$ cat config.mk
export PLATFORM = sky130hd
export DESIGN_NAME = multicycle_cpu_flat
export DESIGN_NICKNAME = d
export VERILOG_FILES = /design/src/rtl/cpu_pkg.sv /design/src/rtl/multicycle_cpu_if.sv /design/src/rtl/cpu_alu.sv /design/src/rtl/multicycle_cpu.sv /design/src/flat_wrapper.sv
export SDC_FILE = /design/constraint.sdc
export NUM_CORES = 2
export LEC_CHECK = 0
export ABC_AREA = 1
export CAP_MARGIN = 20
export CORE_MARGIN = 1
export CORE_UTILIZATION = 64
export DETAILED_ROUTE_END_ITERATION = 8
export HOLD_SLACK_MARGIN = 0.06
export MAX_ROUTING_LAYER = met4
export PLACE_DENSITY = 0.8
export SYNTH_ARGS = -nofsm -noshare
export SYNTH_HDL_FRONTEND = slang
export SYNTH_HIERARCHICAL = 1
export SYNTH_SLANG_ARGS = --single-unit
$ cat constraint.sdc
create_clock -name clk -period 6.15 [get_ports clk]
set_clock_uncertainty 0.05 [all_clocks]
set_input_delay 1.845 -clock clk [delete_from_list [all_inputs] [get_ports clk]]
set_output_delay 1.845 -clock clk [all_outputs]
set_load 0.01 [all_outputs]
$ cat src/rtl/cpu_pkg.sv
// Shared encodings for the multicycle CPU: opcodes, R-type functs, FSM states
// and ALU operations.
package cpu_pkg;

    localparam logic [7:0] OP_RTYPE = 8'h00;
    localparam logic [7:0] OP_ADDI  = 8'h01;
    localparam logic [7:0] OP_LW    = 8'h02;
    localparam logic [7:0] OP_SW    = 8'h03;
    localparam logic [7:0] OP_BEQ   = 8'h04;
    localparam logic [7:0] OP_BNE   = 8'h05;
    localparam logic [7:0] OP_J     = 8'h06;
    localparam logic [7:0] OP_HALT  = 8'hFF;

    localparam logic [3:0] FN_ADD = 4'd0;
    localparam logic [3:0] FN_SUB = 4'd1;
    localparam logic [3:0] FN_AND = 4'd2;
    localparam logic [3:0] FN_OR  = 4'd3;
    localparam logic [3:0] FN_SLT = 4'd4;

    typedef enum logic [2:0] {
        ST_FETCH,
        ST_DECODE,
        ST_EXEC,
        ST_MEM,
        ST_WB,
        ST_HALT
    } state_t;

    typedef enum logic [2:0] {
        ALU_ADD,
        ALU_SUB,
        ALU_AND,
        ALU_OR,
        ALU_SLT
    } alu_op_t;

    function automatic logic funct_legal(input logic [3:0] funct);
        return funct <= FN_SLT;
    endfunction

    function automatic alu_op_t funct_to_alu(input logic [3:0] funct);
        case (funct)
            FN_SUB:  return ALU_SUB;
            FN_AND:  return ALU_AND;
            FN_OR:   return ALU_OR;
            FN_SLT:  return ALU_SLT;
            default: return ALU_ADD;
        endcase
    endfunction

endpackage

$ cat src/rtl/multicycle_cpu_if.sv
// Memory port of the multicycle CPU: one request/ready handshake carrying
// fetches, loads and stores of 32-bit big-endian words.
interface multicycle_cpu_if #(
    parameter int ADDR_W = 8
);
    logic              mem_req;
    logic              mem_we;
    logic [ADDR_W-1:0] mem_addr;
    logic [31:0]       mem_wdata;
    logic [31:0]       mem_rdata;
    logic              mem_ready;

    modport master (
        output mem_req, mem_we, mem_addr, mem_wdata,
        input  mem_rdata, mem_ready
    );

    modport slave (
        input  mem_req, mem_we, mem_addr, mem_wdata,
        output mem_rdata, mem_ready
    );
endinterface

$ cat src/rtl/cpu_alu.sv
// Combinational ALU: add/sub/and/or/signed set-less-than, plus an operand
// equality flag used for branch resolution.
module cpu_alu
    import cpu_pkg::*;
(
    input  alu_op_t     op,
    input  logic [31:0] a,
    input  logic [31:0] b,
    output logic [31:0] y,
    output logic        eq
);

    always_comb begin
        y = '0;
        case (op)
            ALU_ADD: y = a + b;
            ALU_SUB: y = a - b;
            ALU_AND: y = a & b;
            ALU_OR:  y = a | b;
            ALU_SLT: y = {31'd0, $signed(a) < $signed(b)};
            default: y = '0;
        endcase
    end

    assign eq = (a == b);

endmodule

$ cat src/rtl/multicycle_cpu.sv
// Multicycle 32-bit CPU with a 16-entry register file and one shared memory
// port; each instruction walks FETCH -> DECODE -> EXEC [-> MEM] [-> WB].
//
// state     | meaning
// ST_FETCH  | request word at pc; on ready latch IR, pc += 4
// ST_DECODE | latch A = reg[rs], B = reg[rt]
// ST_EXEC   | resolve branch/jump/halt/illegal, else route to MEM or WB
// ST_MEM    | load/store at A + imm; on ready latch MDR (lw)
// ST_WB     | single register-file write
// ST_HALT   | parked until reset, no bus activity
module multicycle_cpu
    import cpu_pkg::*;
#(
    parameter int                ADDR_W   = 8,
    parameter logic [ADDR_W-1:0] RESET_PC = '0,
    parameter bit                ZERO_R0  = 1'b1
) (
    input  logic              clk,
    input  logic              rst_n,
    multicycle_cpu_if.master  mem,
    output logic              halted,
    output logic              illegal,
    output logic [ADDR_W-1:0] dbg_pc
);

    state_t            state, state_next;
    logic              run;
    logic [ADDR_W-1:0] pc, pc_next;
    logic [31:0]       ir, a_q, b_q, mdr;
    logic [31:0]       regs [16];
    logic              illegal_q;

    logic [7:0]  opcode;
    logic [3:0]  rs, rt, rd, funct;
    logic [31:0] imm_x, jt_x, br_off;

    alu_op_t     alu_op;
    logic [31:0] alu_b, alu_y;
    logic        alu_eq;

    logic        req, handshake;
    logic        ir_ld, ab_ld, mdr_ld, pc_ld, rf_we, ill_set;
    logic [3:0]  wr_idx;
    logic [31:0] wr_data;

    assign opcode = ir[31:24];
    assign rs     = ir[23:20];
    assign rt     = ir[19:16];
    assign rd     = ir[15:12];
    assign funct  = ir[3:0];
    assign imm_x  = {{16{ir[15]}}, ir[15:0]};
    assign jt_x   = {{8{ir[23]}}, ir[23:0]};
    assign br_off = {imm_x[29:0], 2'b00};

    always_comb begin
        alu_op = ALU_ADD;
        if (opcode == OP_RTYPE) begin
            alu_op = funct_to_alu(funct);
        end
    end

    assign alu_b = (opcode == OP_RTYPE || opcode == OP_BEQ || opcode == OP_BNE) ? b_q : imm_x;

    cpu_alu u_alu (
        .op (alu_op),
        .a  (a_q),
        .b  (alu_b),
        .y  (alu_y),
        .eq (alu_eq)
    );

    // run holds the bus quiet for the reset cycle so FETCH can be the reset state
    assign req       = run && (state == ST_FETCH || state == ST_MEM);
    assign handshake = req && mem.mem_ready;

    always_ff @(posedge clk or negedge rst_n) begin
        if (!rst_n) begin
            state <= ST_FETCH;
        end else begin
            state <= state_next;
        end
    end

    always_comb begin
        state_next = state;
        pc_next    = pc;
        pc_ld      = 1'b0;
        ir_ld      = 1'b0;
        ab_ld      = 1'b0;
        mdr_ld     = 1'b0;
        rf_we      = 1'b0;
        ill_set    = 1'b0;
        case (state)
            ST_FETCH: begin
                if (handshake) begin
                    ir_ld      = 1'b1;
                    pc_ld      = 1'b1;
                    pc_next    = pc + ADDR_W'(4);
                    state_next = ST_DECODE;
                end
            end
            ST_DECODE: begin
                ab_ld      = 1'b1;
                state_next = ST_EXEC;
            end
            ST_EXEC: begin
                case (opcode)
                    OP_RTYPE: begin
                        if (funct_legal(funct)) begin
                            state_next = ST_WB;
                        end else begin
                            ill_set    = 1'b1;
                            state_next = ST_HALT;
                        end
                    end
                    OP_ADDI:      state_next = ST_WB;
                    OP_LW, OP_SW: state_next = ST_MEM;
                    OP_BEQ, OP_BNE: begin
                        if (alu_eq == (opcode == OP_BEQ)) begin
                            pc_ld   = 1'b1;
                            pc_next = pc + br_off[ADDR_W-1:0];
                        end
                        state_next = ST_FETCH;
                    end
                    OP_J: begin
                        pc_ld      = 1'b1;
                        pc_next    = jt_x[ADDR_W-1:0];
                        state_next = ST_FETCH;
                    end
                    OP_HALT: state_next = ST_HALT;
                    default: begin
                        ill_set    = 1'b1;
                        state_next = ST_HALT;
                    end
                endcase
            end
            ST_MEM: begin
                if (handshake) begin
                    if (opcode == OP_LW) begin
                        mdr_ld     = 1'b1;
                        state_next = ST_WB;
                    end else begin
                        state_next = ST_FETCH;
                    end
                end
            end
            ST_WB: begin
                rf_we      = 1'b1;
                state_next = ST_FETCH;
            end
            ST_HALT: state_next = ST_HALT;
            default: state_next = ST_FETCH;
        endcase
    end

    always_ff @(posedge clk or negedge rst_n) begin
        if (!rst_n) begin
            run       <= 1'b0;
            pc        <= RESET_PC;
            ir        <= '0;
            a_q       <= '0;
            b_q       <= '0;
            mdr       <= '0;
            illegal_q <= 1'b0;
        end else begin
            run <= 1'b1;
            if (pc_ld) begin
                pc <= pc_next;
            end
            if (ir_ld) begin
                ir <= mem.mem_rdata;
            end
            if (ab_ld) begin
                a_q <= regs[rs];
                b_q <= regs[rt];
            end
            if (mdr_ld) begin
                mdr <= mem.mem_rdata;
            end
            if (ill_set) begin
                illegal_q <= 1'b1;
            end
        end
    end

    assign wr_idx  = (opcode == OP_RTYPE) ? rd : rt;
    assign wr_data = (opcode == OP_LW) ? mdr : alu_y;

    // r0 is never written when hard-wired, so reads of regs[0] stay zero
    always_ff @(posedge clk or negedge rst_n) begin
        if (!rst_n) begin
            for (int i = 0; i < 16; i++) begin
                regs[i] <= '0;
            end
        end else if (rf_we && !(ZERO_R0 && wr_idx == 4'd0)) begin
            regs[wr_idx] <= wr_data;
        end
    end

    assign mem.mem_req   = req;
    assign mem.mem_we    = req && (state == ST_MEM) && (opcode == OP_SW);
    assign mem.mem_addr  = (state == ST_MEM) ? alu_y[ADDR_W-1:0] : pc;
    assign mem.mem_wdata = (req && state == ST_MEM) ? b_q : '0;

    assign halted  = (state == ST_HALT);
    assign illegal = illegal_q;
    assign dbg_pc  = pc;

endmodule

$ cat src/flat_wrapper.sv
// flat-port wrapper written by rule: the top's interface ports become plain ports
module multicycle_cpu_flat import cpu_pkg::*;
#(
    parameter int                ADDR_W   = 8,
    parameter logic [ADDR_W-1:0] RESET_PC = '0,
    parameter bit                ZERO_R0  = 1'b1
)
  (clk, rst_n, halted, illegal, dbg_pc, mem_mem_req, mem_mem_we, mem_mem_addr, mem_mem_wdata, mem_mem_rdata, mem_mem_ready);
  multicycle_cpu_if #(.ADDR_W(ADDR_W)) mem_i ();
  input  logic clk;
  input  logic rst_n;
  output logic halted;
  output logic illegal;
  output logic [ADDR_W-1:0] dbg_pc;
  output wire logic [$bits(mem_i.mem_req)-1:0] mem_mem_req;
  output wire logic [$bits(mem_i.mem_we)-1:0] mem_mem_we;
  output wire logic [$bits(mem_i.mem_addr)-1:0] mem_mem_addr;
  output wire logic [$bits(mem_i.mem_wdata)-1:0] mem_mem_wdata;
  input wire logic [$bits(mem_i.mem_rdata)-1:0] mem_mem_rdata;
  input wire logic [$bits(mem_i.mem_ready)-1:0] mem_mem_ready;
  assign mem_mem_req = mem_i.mem_req;
  assign mem_mem_we = mem_i.mem_we;
  assign mem_mem_addr = mem_i.mem_addr;
  assign mem_mem_wdata = mem_i.mem_wdata;
  assign mem_i.mem_rdata = mem_mem_rdata;
  assign mem_i.mem_ready = mem_mem_ready;
  multicycle_cpu #(.ADDR_W(ADDR_W), .RESET_PC(RESET_PC), .ZERO_R0(ZERO_R0)) u_core (.clk(clk), .rst_n(rst_n), .mem(mem_i), .halted(halted), .illegal(illegal), .dbg_pc(dbg_pc));
endmodule
# Word level (Yosys, flattened, before mapping)
# Cells that the tools add are included.
op_classes:
  n_addsub: 4
  order_cmp: 6
  n_eq_ne: 26
  muxes: 40
  n_bitwise: 5
  reduce_logical: 21
op_table:
  columns: ["cell", "count"]
  rows:
  - ["$bwmux W512", 1]
  - ["$bmux W32 S4", 2]
  - ["$mux W32", 8]
  - ["$pmux W32 S5", 1]
  - ["$demux W32 S4", 1]
  - ["$add A32 B32 Y32", 1]
  - ["$and A32 B32 Y32", 1]
  - ["$eq A32 B32 Y1", 1]
  - ["$lt A32 B32 Y1", 1]
  - ["$or A32 B32 Y32", 1]
  - ["$pmux W8 S2", 2]
  - ["$sub A32 B32 Y32", 1]
  - ["$eq A8 B3 Y1 const B", 3]
  - ["$mux W8", 3]
  - ["$pmux W3 S4", 2]
  - ["$eq A8 B2 Y1 const B", 2]
  - ["$ge A5 B5 Y1 const B", 3]
  - ["$not A4 Y5", 3]
  - ["$pmux W3 S5", 1]
  - ["$eq A3 B2 Y1 const B", 4]
  - ["$mux W3", 4]
  - ["$mux W1", 11]
  - ["$eq A3 B3 Y1 const B", 3]
  - ["$add A8 B3 Y8 const B", 1]
  - ["other kinds (26)", 41]
totals:
  reg_bits: 653
  word_cells: 126

# Depth between registers and ports, before layout
logic_depth:
  ltp_word: 10
  ltp_mapped: 28
  depth_no_buf: 26

# Modules after synthesis
# The synthesis kept the hierarchy.
by_module_without_submodules:
  columns: ["mod", "n_inst", "cells_per_inst", "area_per_inst_um2", "seq_area_each_um2"]
  rows:
  - ["multicycle_cpu", 1, 5376, 36693.9, 16340.7]
  - ["cpu_alu", 1, 1139, 5979.5, 0.0]

# Least setup slack after synthesis
# No wires, ideal clock.
synth_path:
  kind: "reg-to-output"
  startpoint: "reg u_core.ir[31]"
  endpoint: "out mem_mem_addr[0]"
  arrival_time_ns: 3.150
  required_ns: 4.255
  setup_slack_ns: 1.105
  stages_incl_launch_ff: 24
  n_path_buf: 2
  path_cell_list: "dfrtp_1 -> nor2_1 -> nand2_1 -> nor2_1 -> nand2_1 -> nand2_1 -> inv_1 -> nand2_1 -> clkbuf_1 -> o21ai_0 -> inv_1 -> ha_1 -> buf_6 -> nor2_1 -> inv_1 -> nor2_4 -> nand2_1 -> nor3_4 -> nand2_1 -> nand3_1 -> nand3_1 -> a21oi_1 -> nand2_1 -> nand2_1"
synth_between:
  elab_chain_cells: 7
synth_lines:
  columns: ["item", "line", "source"]
  rows:
  - ["from (decl)", "multicycle_cpu.sv:29", "logic [31:0] ir, a_q, b_q, mdr;"]
  - ["from (signal assigned)", "multicycle_cpu.sv:171", "ir <= mem.mem_rdata;"]
  - ["$eq A8 B3 Y1 / $logic_not A8 Y1 (equally long branches)", "multicycle_cpu.sv:62", "assign alu_b = (opcode == OP_RTYPE || opcode == OP_BEQ || opcode == OP_BNE) ? b_q : imm_x;"]
  - ["$logic_or A1 B1 Y1", "multicycle_cpu.sv:62", null]
  - ["$logic_or A1 B1 Y1 (*)", "multicycle_cpu.sv:62", null]
  - ["$mux W32 (*)", "multicycle_cpu.sv:62", null]
  - ["net u_core.alu_b[22]", "multicycle_cpu.sv:38", "logic [31:0] alu_b, alu_y;"]
  - ["$lt A32 B32 Y1 (*)", "cpu_alu.sv:20", "ALU_SLT: y = {31'd0, $signed(a) < $signed(b)};"]
  - ["$pmux W32 S5 (*)", "cpu_alu.sv:15", "case (op)"]
  - ["net u_core.alu_y[0]", "multicycle_cpu.sv:38", null]
  - ["$mux W8 (*)", "multicycle_cpu.sv:202", "assign mem.mem_addr = (state == ST_MEM) ? alu_y[ADDR_W-1:0] : pc;"]
  - ["to (decl)", "flat_wrapper.sv:17", "output wire logic [$bits(mem_i.mem_addr)-1:0] mem_mem_addr;"]
# Mark *: on every way through the listed nets, which the timed path passes. The rest lies on a longest branch.

# Worst setup path after layout
layout_path:
  startpoint: "reg u_core.ir[27]"
  endpoint: "out mem_mem_addr[7]"
layout_between:
  elab_chain_cells: 7
layout_lines:
  columns: ["item", "line"]
  rows:
  - ["$eq A8 B3 Y1 / $logic_not A8 Y1 (equally long branches)", "multicycle_cpu.sv:62"]
  - ["$logic_or A1 B1 Y1", "multicycle_cpu.sv:62"]
  - ["$logic_or A1 B1 Y1 (*)", "multicycle_cpu.sv:62"]
  - ["$mux W32 (*)", "multicycle_cpu.sv:62"]
  - ["net u_core.alu_b[2]", "multicycle_cpu.sv:38"]
  - ["$sub A32 B32 Y32 / $add A32 B32 Y32 (equally long branches)", "cpu_alu.sv:17, cpu_alu.sv:16"]
  - ["$pmux W32 S5 (*)", "cpu_alu.sv:15"]
  - ["net u_core.alu_y[7]", "multicycle_cpu.sv:38"]
  - ["$mux W8 (*)", "multicycle_cpu.sv:202"]
# Marked as above.

==> results.toml <==
[floorplanning]
initial_core_util_pct = 64.8
io_pins = 87
fp.dieArea_mm2 = 0.0677
rows = 94
chipWidth_um = 260
coreArea_mm2 = 0.0659
fp.dieH_um = 260

[drt]
postRouteAntennaNets = 0
routed-wl-met3_mm = 26.1
post_drt_wl_per_cell_um = 24.0
met2WireLength_mm = 72.1
via_count = 47000
post-route-drc-count = 0
drt_pass1_iterations = 7
wl_met1_mm = 60.9
wl_mm = 175
highest_layer = "met4"
drt_iter0_drc = 7982
avgViaCountPerCell = 6.47

[sta]
drv_slew = 0
max_freq_mhz = 165
min_period_ns = 6.05
holdWs_ns = 0.351
slew_headroom_pct = 19.6
tns_ns = 0
setup_viol_count_final = 0
hold_viol = 0
tightest_slew_ns = 1.20
period_share_pct = 98.3

[synthesis]
synthCells = 6515
synth_most_common_cell = "nand2_1"
synthTopCellsByArea = "dfrtp_1, nand2_1, nand3_1"
async_flop_share_pct = 100
synth_top_area_share_pct = 38.3
synth_area_per_cell_um2 = 6.55
synth_flop_cell = "dfrtp_1"
ys_types = 51
synth_nets = 6664
synth_common_cells = "nand2_1, nand3_1, dfrtp_1"
synth-edff-count = 0
yosysSeqAreaShare_pct = 38.3
yosys.area.top_type = "dfrtp_1"
synth_area_mm2 = 0.0427
synth_warnings = 6
synth_seq_cells = 653

[grt]
grt_overflow = 0
grt_pass1_vias = 43900
antenna_found_initial = 10
grt_pass1_wl_mm = 261
grt_start_max_net_pins = 210
track_usage_pct = 52.6

[worst_hold_path]
hp-start = "u_core/regs[505]"
holdPathEnd = "u_core/regs[505]"
min_path_cells = 0
hp-class = "reg2reg"

[worst_setup_path]
arrival_ns = 4.15
crit_type = "reg2out"
regToRegSetupSlack_ns = 1.53
start_kind = "flip-flop"
worstRegToRegCells = 9
r2r-end = "u_core/regs[296]"
cp.required_ns = 4.26
cp_slowest_cell = "dfrtp_1"
end_kind = "output pin"
cp_cell_sequence = "inv_1, nand2_1, nor2_4, nand2_2, nand2_4, buf_4, buf_16, o21ai_1, inv_1, ha_1, buf_4, a21oi_2, nand2_2, nand2_1, nand2_1, o21ai_0, o2111ai_2, nand2_1, nand2_1, dlygate4sd2_1"
max_stage_delay_ns = 0.39
critPathBufInv = 6
crit_family = "buffers and inverters"
path_common_cell = "nand2_1"
r2r-start = "u_core/ir[18]"
path_max_fanout = 15

[finish]
regArea_mm2 = 0.0164
fill_cells = 5500
fin_nets = 6487
drive_above_1_share_pct = 6.71
syn2layout_area_growth_pct = 9.56
multi_input_comb_area_mm2 = 0.0232

[job]
maxCapViolCount = 0

[cts]
cts_root_buf = "clkbuf_16"
numCtsBuffers = 73
clock_latency_ns = 0.66
cts_tree = "built"
cts-htree-levels = 3
postCtsHoldBufs = 0
path_clk_slew_ns = 0.06
cts_sinks = 653
clock_path_buffers = 3

[outcome]
status = "complete, no violations"

[power]
ir_worst_vdd_uv = 268
powerDensity_mw_per_mm2 = 193
leakagePower_uw = 0.0242

[place]
dp_hpwl_mm = 106
port_buffers = 86
gp_congestion = 1.07
worst reg2reg max path, delay by kind of cell, from the launching register on:
kind	cells	cell delay, ns
flip-flops	1	0.87
buffers and inverters	4	1.91
AND/OR/NAND/NOR	4	0.98
AO/OA/AOI/OAI	1	0.69
how the worst max path moves through the flow:
stage	startpoint	endpoint	slack [ns]	depth (start not counted)
after floorplan	u_core/ir[31]	mem_mem_addr[0]	1.10	23
after global placement	u_core/ir[31]	mem_mem_addr[0]	0.18	23
after detailed placement	u_core/ir[29]	mem_mem_addr[0]	0.13	23
after CTS	u_core/ir[31]	mem_mem_addr[4]	0.03	18
after global routing	u_core/ir[30]	mem_mem_addr[7]	-0.12	20
final	u_core/ir[27]	mem_mem_addr[7]	0.10	20
state kept, by name (all words and copies together), names as in the netlist, 3 cells and up:
name / count
u_core/regs: 512
u_core/mdr: 32
u_core/ir: 32
u_core/dbg_pc: 8
u_core/b_q: 32
u_core/a_q: 32
u_core/state: 3
placed cells by master, fill, tap and decap left out, drive strengths merged, types with 3 or more instances in the layout:
| cell | n |
|---|---|
| dlygate4sd2 | 3 |
| or2 | 4 |
| o21ai | 292 |
| o22ai | 13 |
| clkdlybuf4s50 | 81 |
| bufinv | 7 |
| o211ai | 4 |
| clkinv | 15 |
| dfrtp | 653 |
| nor3 | 14 |
| a21boi | 33 |
| and2 | 3 |
| o2111ai | 7 |
| fa | 3 |
| inv | 364 |
| ha | 111 |
| nand3b | 13 |
| nand3 | 1316 |
| nor2 | 174 |
| nand4 | 26 |
| clkbuf | 108 |
| o21bai | 11 |
| a21oi | 79 |
| diode | 11 |
| a2bb2oi | 32 |
| buf | 156 |
| nand2 | 2857 |
power by group:
part | switching [uW] | leakage [uW] | total (uW) | internal [uW]
Combinational | 98.7 | 0.0141 | 127 | 28.8
Clock | 1910 | 0.00122 | 4620 | 2710
Sequential | 0.146 | 0.00897 | 4300 | 4300
Total | 2010 | 0.0242 | 9050 | 7040
area by class of cell:
class                      instances  area share, %
antenna                           11         0.0589
clock buffer                     106           4.56
clock inverter                    21          0.725
inverter                         365           2.99
multi-input combinational       5003           49.6
sequential                       653           35.0
tap                              864           2.31
timing repair buffer             242           4.78
metal layers:
metal / vias up / global-route usage [%]
met5: - / -
met4: 0 / 40.8
met3: 1023 / 15.5
met2: 4011 / 72.3
met1: 21400 / 64.6
li1: 20500 / -
stage by stage:
| step | cell area, um2 | util [%] | total power [uW] | cells | worst slack [ns] |
|---|---|---|---|---|---|
| after global routing | 46800 | 71.0 | 9210 | 7264 | -0.116 |
| after detailed placement | 43800 | 66.6 | 4510 | 7111 | 0.131 |
| after global placement | 43800 | 66.6 | 4510 | 7111 | 0.182 |
| final | 46800 | 71.0 | 9050 | 7265 | 0.102 |
| after floorplan | 42700 | - | 4380 | 6515 | 1.10 |
| after CTS | 46500 | 70.5 | 9040 | 7243 | 0.0279 |
what timing repair did:
| action | in CTS | in global routing |
|---|---|---|
| gates resized for setup | 40 | 39 |
| setup buffers | 4 | 9 |
| setup endpoints to repair | 5 | 5 |
| pin swaps | 5 | 10 |
| gates cloned | 1 | 1 |
logic make-up after synthesis:
family	synth area share [%]
AOI/OAI and AO/OA	6.70
adders and majority gates	3.40
DFF	38.3
other	0.00879
buffers and inverters	8.27
xor gates and xnor gates	0.0616
and+or+nand+nor	43.3
(Power assumes the default switching activity.)
